[src/rtl/irq_event_capture.sv]
// -----------------------------------------------------------------------------
// irq_event_capture
//   Conditions NUM_SRC raw asynchronous interrupt sources for the AXI-Lite
//   interrupt controller. Each source is synchronized, edge- or level-detected
//   and captured into a sticky pending bit with an overflow flag. A shared
//   coalescing FSM holds intr_out low until enough events (or a timeout) have
//   accumulated, then presents the pending vector until all sources are acked.
//
// Ports
//   ACLK              in   1        system clock, rising edge
//   ARESETN           in   1        synchronous active-low reset
//   src_in            in   NUM_SRC  raw asynchronous interrupt sources
//   cfg_edge          in   NUM_SRC  1 = rising-edge mode, 0 = level-high mode
//   cfg_coal_thresh   in   CNT_W    events needed to fire (0/1 = first event)
//   cfg_coal_timeout  in   TMO_W    GATHER cycles before forced fire, 0 = off
//   intr_ack          in   NUM_SRC  per-source clear pulse
//   intr_out          out  NUM_SRC  pending vector towards the controller
//   overflow          out  NUM_SRC  edge event while already pending (sticky)
//   busy              out  1        coalescing FSM not idle
// -----------------------------------------------------------------------------
module irq_event_capture #(
  parameter int NUM_SRC     = 4,
  parameter int SYNC_STAGES = 2,
  parameter int CNT_W       = 8,
  parameter int TMO_W       = 16
) (
  input  logic               ACLK,
  input  logic               ARESETN,
  input  logic [NUM_SRC-1:0] src_in,
  input  logic [NUM_SRC-1:0] cfg_edge,
  input  logic [CNT_W-1:0]   cfg_coal_thresh,
  input  logic [TMO_W-1:0]   cfg_coal_timeout,
  input  logic [NUM_SRC-1:0] intr_ack,
  output logic [NUM_SRC-1:0] intr_out,
  output logic [NUM_SRC-1:0] overflow,
  output logic               busy
);

  localparam int EVN_W = $clog2(NUM_SRC + 1);
  localparam int SUM_W = ((CNT_W > EVN_W) ? CNT_W : EVN_W) + 1;
  localparam logic [CNT_W-1:0] CNT_MAX = '1;
  localparam logic [TMO_W-1:0] TMO_MAX = '1;

  typedef enum logic [1:0] {
    IDLE   = 2'd0,
    GATHER = 2'd1,
    FIRE   = 2'd2
  } state_t;

  // ---------------------------------------------------------------------------
  // Per-source capture path
  // ---------------------------------------------------------------------------
  logic [NUM_SRC-1:0] sync_reg [SYNC_STAGES];
  logic [NUM_SRC-1:0] sync_last;
  logic [NUM_SRC-1:0] prev_reg;
  logic [NUM_SRC-1:0] ev_next;
  logic [NUM_SRC-1:0] ev_reg;
  logic [NUM_SRC-1:0] pending_reg;
  logic [NUM_SRC-1:0] pending_next;
  logic [NUM_SRC-1:0] overflow_reg;
  logic [NUM_SRC-1:0] overflow_next;

  assign sync_last = sync_reg[SYNC_STAGES-1];

  genvar gi;
  generate
    for (gi = 0; gi < NUM_SRC; gi++) begin : g_src
      // prev_reg resets to 0, so a source already high at reset release
      // produces exactly one edge event.
      assign ev_next[gi] = cfg_edge[gi] ? (sync_last[gi] & ~prev_reg[gi])
                                        : sync_last[gi];
      // An event wins over a coincident ack, keeping the source pending.
      assign pending_next[gi] = ev_reg[gi] | (pending_reg[gi] & ~intr_ack[gi]);
      // Any ack clears overflow, including one coincident with a new event.
      assign overflow_next[gi] = ~intr_ack[gi] &
                                 (overflow_reg[gi] |
                                  (ev_reg[gi] & pending_reg[gi] & cfg_edge[gi]));
    end
  endgenerate

  // The event is registered once more after detection so that pending rises
  // SYNC_STAGES+2 edges after the source becomes stable.
  always_ff @(posedge ACLK) begin
    if (!ARESETN) begin
      for (int i = 0; i < SYNC_STAGES; i++) begin
        sync_reg[i] <= '0;
      end
      prev_reg     <= '0;
      ev_reg       <= '0;
      pending_reg  <= '0;
      overflow_reg <= '0;
    end else begin
      sync_reg[0] <= src_in;
      for (int i = 1; i < SYNC_STAGES; i++) begin
        sync_reg[i] <= sync_reg[i-1];
      end
      prev_reg     <= sync_last;
      ev_reg       <= ev_next;
      pending_reg  <= pending_next;
      overflow_reg <= overflow_next;
    end
  end

  // ---------------------------------------------------------------------------
  // Event counting helpers for the coalescing FSM
  // ---------------------------------------------------------------------------
  logic [EVN_W-1:0] evn;
  logic [SUM_W-1:0] cnt_sum;
  logic [CNT_W-1:0] cnt_sat;
  logic [CNT_W-1:0] evn_sat;
  logic [TMO_W-1:0] tmr_inc;
  logic             evn_ge_thresh;
  logic             gather_fire;

  logic [1:0]         state_reg;
  logic [CNT_W-1:0]   cnt_reg;
  logic [TMO_W-1:0]   tmr_reg;
  logic [NUM_SRC-1:0] intr_out_reg;
  logic               busy_reg;

  always_comb begin
    evn = '0;
    for (int i = 0; i < NUM_SRC; i++) begin
      evn = evn + EVN_W'(ev_reg[i]);
    end
  end

  assign cnt_sum = SUM_W'(cnt_reg) + SUM_W'(evn);
  assign cnt_sat = (cnt_sum > SUM_W'(CNT_MAX)) ? CNT_MAX : cnt_sum[CNT_W-1:0];
  assign evn_sat = (SUM_W'(evn) > SUM_W'(CNT_MAX)) ? CNT_MAX : CNT_W'(evn);
  assign tmr_inc = (tmr_reg == TMO_MAX) ? TMO_MAX : tmr_reg + TMO_W'(1);

  // The IDLE decision uses the raw event count, before any saturation.
  assign evn_ge_thresh = SUM_W'(evn) >= SUM_W'(cfg_coal_thresh);
  assign gather_fire   = (cnt_sat >= cfg_coal_thresh) ||
                         ((cfg_coal_timeout != '0) && (tmr_inc >= cfg_coal_timeout));

  // ---------------------------------------------------------------------------
  // Coalescing FSM with registered outputs
  // ---------------------------------------------------------------------------
  always_ff @(posedge ACLK) begin
    if (!ARESETN) begin
      state_reg    <= IDLE;
      cnt_reg      <= '0;
      tmr_reg      <= '0;
      intr_out_reg <= '0;
      busy_reg     <= 1'b0;
    end else begin
      // intr_out follows pending one cycle late, only while firing.
      intr_out_reg <= (state_reg == FIRE) ? pending_reg : '0;

      case (state_reg)
        IDLE: begin
          if (|ev_reg) begin
            cnt_reg  <= evn_sat;
            tmr_reg  <= '0;
            busy_reg <= 1'b1;
            if ((cfg_coal_thresh <= CNT_W'(1)) || evn_ge_thresh) begin
              state_reg <= FIRE;
            end else begin
              state_reg <= GATHER;
            end
          end
        end

        GATHER: begin
          cnt_reg <= cnt_sat;
          tmr_reg <= tmr_inc;
          if (gather_fire) begin
            state_reg <= FIRE;
          end else if (pending_next == '0) begin
            // Everything was acked before the threshold was reached.
            state_reg <= IDLE;
            cnt_reg   <= '0;
            tmr_reg   <= '0;
            busy_reg  <= 1'b0;
          end
        end

        FIRE: begin
          // Looking at pending_next means an event landing in the same cycle
          // as the final ack keeps the FSM firing instead of being stranded.
          if (pending_next == '0) begin
            state_reg <= IDLE;
            cnt_reg   <= '0;
            tmr_reg   <= '0;
            busy_reg  <= 1'b0;
          end
        end

        default: begin
          state_reg <= IDLE;
          cnt_reg   <= '0;
          tmr_reg   <= '0;
          busy_reg  <= 1'b0;
        end
      endcase
    end
  end

  assign intr_out = intr_out_reg;
  assign overflow = overflow_reg;
  assign busy     = busy_reg;

endmodule

[config.mk]
export PLATFORM = sky130hd
export DESIGN_NAME = irq_event_capture
export DESIGN_NICKNAME = d
export VERILOG_FILES = /design/src/rtl/irq_event_capture.sv
export SDC_FILE = /design/constraint.sdc
export NUM_CORES = 1
export LEC_CHECK = 0
export CAP_MARGIN = 20
export CORE_UTILIZATION = 56
export DETAILED_ROUTE_END_ITERATION = 12
export HOLD_SLACK_MARGIN = 0.12
export MAX_ROUTING_LAYER = met4
export PLACE_DENSITY = 0.9
export SYNTH_ARGS = -nofsm -noshare
export SYNTH_HDL_FRONTEND = slang
export SYNTH_SLANG_ARGS = --single-unit
[constraint.sdc]
create_clock -name ACLK -period 9.77 [get_ports ACLK]
set_input_delay 2.4425 -clock ACLK [delete_from_list [all_inputs] [get_ports ACLK]]
set_output_delay 2.4425 -clock ACLK [all_outputs]
set_load 0.02 [all_outputs]
==> reports/results.txt <==
The run finished with clean final reports. The via count of the first global-routing pass is 2754, and the maximum resistive drop on vdd is 0.0000779 V. TritonCTS built the clock tree. For the distinct cell type count of the synthesized netlist, the log shows 64. The combined global-route utilization of all metal layers is 25.6%. Headroom to the max-slew limit came out at 21.7%. Detailed routing inserted a total of 2824 vias. In the routed design, unresolved DRC markers number 0. In this run switching power makes up 28.7% of total power.

Area of all placed cells without fillers: 0.00391 mm². Area of the die: 0.00624 mm². For the starting density of the core, the log shows 59.2%.

The critical path launch point type is a flop. The clock passes through at most 2 buffers. Sequential-to-total area share from yosys stat: 33.1%. Fmax: 193 MHz. The primary flip-flop cell chosen by synthesis mapping was sky130_fd_sc_hd__dfxtp_1. The logs give 24 for the maximum number of pins on one net before global-route repair and 0.00561 mm² for the core area. The count of pins over their slew limit came out at 0.

Synthesis inferred 55 register bits. The floorplan step set the die height to 79.0 µm. The H-tree was split into 2 levels. The run gives 0 as the number of cells upsized or downsized after cts.

The initial antenna violation count was 0; the antenna diode count was 0. The static leakage power is 0.00177 µW, and the least setup slack across all paths after layout is 4.58 ns. CTS saw 55 sinks.

After clock tree synthesis, the setup repair step added 0 buffers. The register with the most flip-flops in the layout has 16 of them. Summing every instance area after synthesis gives 0.00332 mm². The Yosys step of the flow raised 0 warnings. The logs give 0 for the number of antenna-violating nets in the routed design and 0.00321 ns for the final worst clock skew. Before CTS, the worst setup slack after placement is 4.55 ns.

Data on the critical path arrives at its endpoint at 5.44 ns. Per report_power, the clock group accounts for 30.4% of the total. The run gives 162 as the violation count after the first detailed-routing iteration. The number of hold violations in the final report was 0; the combinational group share of total power was 17.5%. The final setup violation count was 0. Count of max-cap constraint violations: 0.

The final critical path takes up 53.1% of the cycle. The total overflow left after global routing is 0. Summed over all nets, the half-perimeter wirelength after detailed placement is 5610 µm. The wire length of the first global-routing pass was 12400 µm. Input and output buffers added on the ports amount to 46.

The time the worst path needs with I/O delays and setup came out at 5.19 ns. In the routed layout, each cell is associated on average with a via count of 5.83. After routing, the total negative slack on setup checks comes to 0 ns.

The number of enable flip-flop cells after synthesis is 0, and the number of buffers created by CTS is 5. For the pin with the worst max-slew slack, the measured transition is 1.17 ns. The run gives 4 as the number of iterations in the first detailed-routing pass. The quantity of hold-fixing buffers added after cts was 0.

Setup repair after global routing left no endpoint under its margin. Clock-pin slew was measured on the worst setup and hold paths at 0.10 ns. The worst register-to-register path has a setup slack of 4.58 ns.

The share of power burned in registers was 52.1%; the flip-flop and latch area was 0.00110 mm². The tools report the sort of element at the end of the critical path as a flop. In this run the horizontal extent of the chip is 79.0 µm. The area growth from synthesis to layout is 17.7%. The type of the worst setup path is reg2reg.

The average instance in the mapped netlist occupies 9.05 µm². The logs give 10.02 ns for the required time of the worst setup path and 129 µW for the switching component of the power. In the final design database the tool counted 488 nets. The cell sitting at the root of the clock tree is a sky130_fd_sc_hd__clkbuf_8. The multi-input combinational cells in the finished layout cover a total of 0.00201 mm². The final weighted congestion of routability-driven global placement was 0.849.

The initialized floorplan defines 27 standard-cell rows. The number of nets in the synthesized netlist is 444. For this design the top-level I/O count stands at 47. After technology mapping, the gate count stands at 367. Power spread over the standard cell area amounts to 115 mW/mm². The critical-path maximum fanout is 21, and the routed length per placed instance is 14.9 µm.

Cell internal power was estimated by the tool at 321 µW. The run gives 0.00381 mm² as the cell area after placement. The run gives 0.32 ns as the clock latency at the later pin of the worst-skew pair. For this block, the routed nets add up to 7230 µm of wire. The class of the tightest hold or removal check was reg2reg. The share of layout cells above drive strength 1 was 8.74%; the share of flip-flops with an asynchronous set or reset after synthesis was 0%. For the total of fill cells in the finished design, the log shows 433.
## worst max-delay path: stages, from the launching register on
cell and delay (ns):
sky130_fd_sc_hd__dfxtp_1 0.45, sky130_fd_sc_hd__fa_1 0.45, sky130_fd_sc_hd__ha_1 0.21, sky130_fd_sc_hd__ha_1 0.36
sky130_fd_sc_hd__ha_1 0.31, sky130_fd_sc_hd__a21oi_1 0.18, sky130_fd_sc_hd__nor2b_1 0.09, sky130_fd_sc_hd__o22ai_1 0.31
sky130_fd_sc_hd__nor2_1 0.12, sky130_fd_sc_hd__nand3_1 0.11, sky130_fd_sc_hd__mux2_2 0.37, sky130_fd_sc_hd__ha_1 0.30
sky130_fd_sc_hd__a211o_1 0.13, sky130_fd_sc_hd__a21oi_2 0.04, sky130_fd_sc_hd__a21oi_1 0.24, sky130_fd_sc_hd__a31o_1 0.23
sky130_fd_sc_hd__a21oi_4 0.05, sky130_fd_sc_hd__nor4_4 0.88, sky130_fd_sc_hd__a22o_1 0.28
## final timing paths
path / startpoint / end / cells past startpoint
setup / recovery: ev_reg[3] / tmr_reg[0] / 18
hold / removal: prev_reg[2] / ev_reg[2] / 1
setup reg to reg: ev_reg[3] / tmr_reg[0] / 18
hold reg to reg: prev_reg[2] / ev_reg[2] / 1
## cell usage after synthesis (all sizes together) (6+ instances only)
library cell | count | area share [%]
ha | 37 | 14
nand2 | 30 | 3.8
nor4 | 7 | 1.8
nor2 | 17 | 2.3
a21oi | 18 | 3.6
xnor2 | 6 | 1.6
a22o | 21 | 5.5
nand3 | 11 | 1.8
xor2 | 8 | 2.1
nor3 | 8 | 1.2
buf | 6 | 1.7
a31oi | 11 | 2.1
and2 | 13 | 2.5
and3 | 8 | 1.7
o21ai | 10 | 1.5
nand2b | 9 | 1.7
inv | 38 | 4.3
dfxtp | 55 | 33
## through the flow
stage	total power, µW	hold WS, ns	utilization (%)	instances
after floorplan	287	0.393	-	367
after global placement	314	0.396	67.9	476
after detailed placement	317	0.410	67.9	476
after CTS	452	0.425	69.7	484
after global routing	471	0.449	69.7	484
final	451	0.420	69.7	484
## cell usage in the layout, fill, tap and decap left out, types with 4 or more instances in the layout
cell                               n
sky130_fd_sc_hd__nand2_2           5
sky130_fd_sc_hd__ha_1             37
sky130_fd_sc_hd__a31oi_1          11
sky130_fd_sc_hd__xnor2_1           6
sky130_fd_sc_hd__and3_1            7
sky130_fd_sc_hd__nor2b_1           4
sky130_fd_sc_hd__nor2_1           14
sky130_fd_sc_hd__nand2b_1          9
sky130_fd_sc_hd__nor3_1            8
sky130_fd_sc_hd__clkbuf_8          5
sky130_fd_sc_hd__nor4_1            6
sky130_fd_sc_hd__nand2_1          25
sky130_fd_sc_hd__a21boi_0          4
sky130_fd_sc_hd__a22o_1           21
sky130_fd_sc_hd__dfxtp_1          55
sky130_fd_sc_hd__nand4_1           4
sky130_fd_sc_hd__inv_1            37
sky130_fd_sc_hd__o21ai_0           8
sky130_fd_sc_hd__a21oi_1          14
sky130_fd_sc_hd__and2_1           12
sky130_fd_sc_hd__clkdlybuf4s50_1  46
sky130_fd_sc_hd__xor2_1            8
sky130_fd_sc_hd__nand3_1          10
## logic make-up after synthesis
| family | count (synthesis) | synth area share, % |
|---|---|---|
| AOI/OAI and AO/OA | 87 | 19.5 |
| muxes | 3 | 0.979 |
| and+or+nand+nor | 121 | 21.1 |
| buffers and inverters | 48 | 6.48 |
| adders and majority gates | 39 | 15.1 |
| xor gates and xnor gates | 14 | 3.69 |
| DFF | 55 | 33.1 |
## area by class of cell
cell class	count	area share (%)
Clock buffer	5	1.76
Sequential cell	55	28.2
Tap cell	72	2.30
Clock inverter	3	0.864
Inverter	38	3.65
Multi-Input combinational cell	264	51.3
Timing Repair Buffer	47	12.0
## per-layer routing
metal | GRT usage (%) | wire (µm) | vias up
met5 | - | 0 | -
met1 | 31.2 | 3220 | 1327
met3 | 4.14 | 300 | 14
li1 | - | - | 1405
met4 | 9.09 | 129 | 0
met2 | 42.8 | 3580 | 78
## power by group through the flow
stage | combinational (µW) | clock (µW) | sequential [µW]
2_1_floorplan | 47.2 | 0 | 240
3_3_place_gp | 74.2 | 0 | 239
3_5_place_dp | 77.7 | 0 | 240
4_1_cts | 78.4 | 139 | 235
5_1_grt | 87.7 | 148 | 236
6_report | 78.7 | 137 | 235
(Power assumes the default switching activity.)
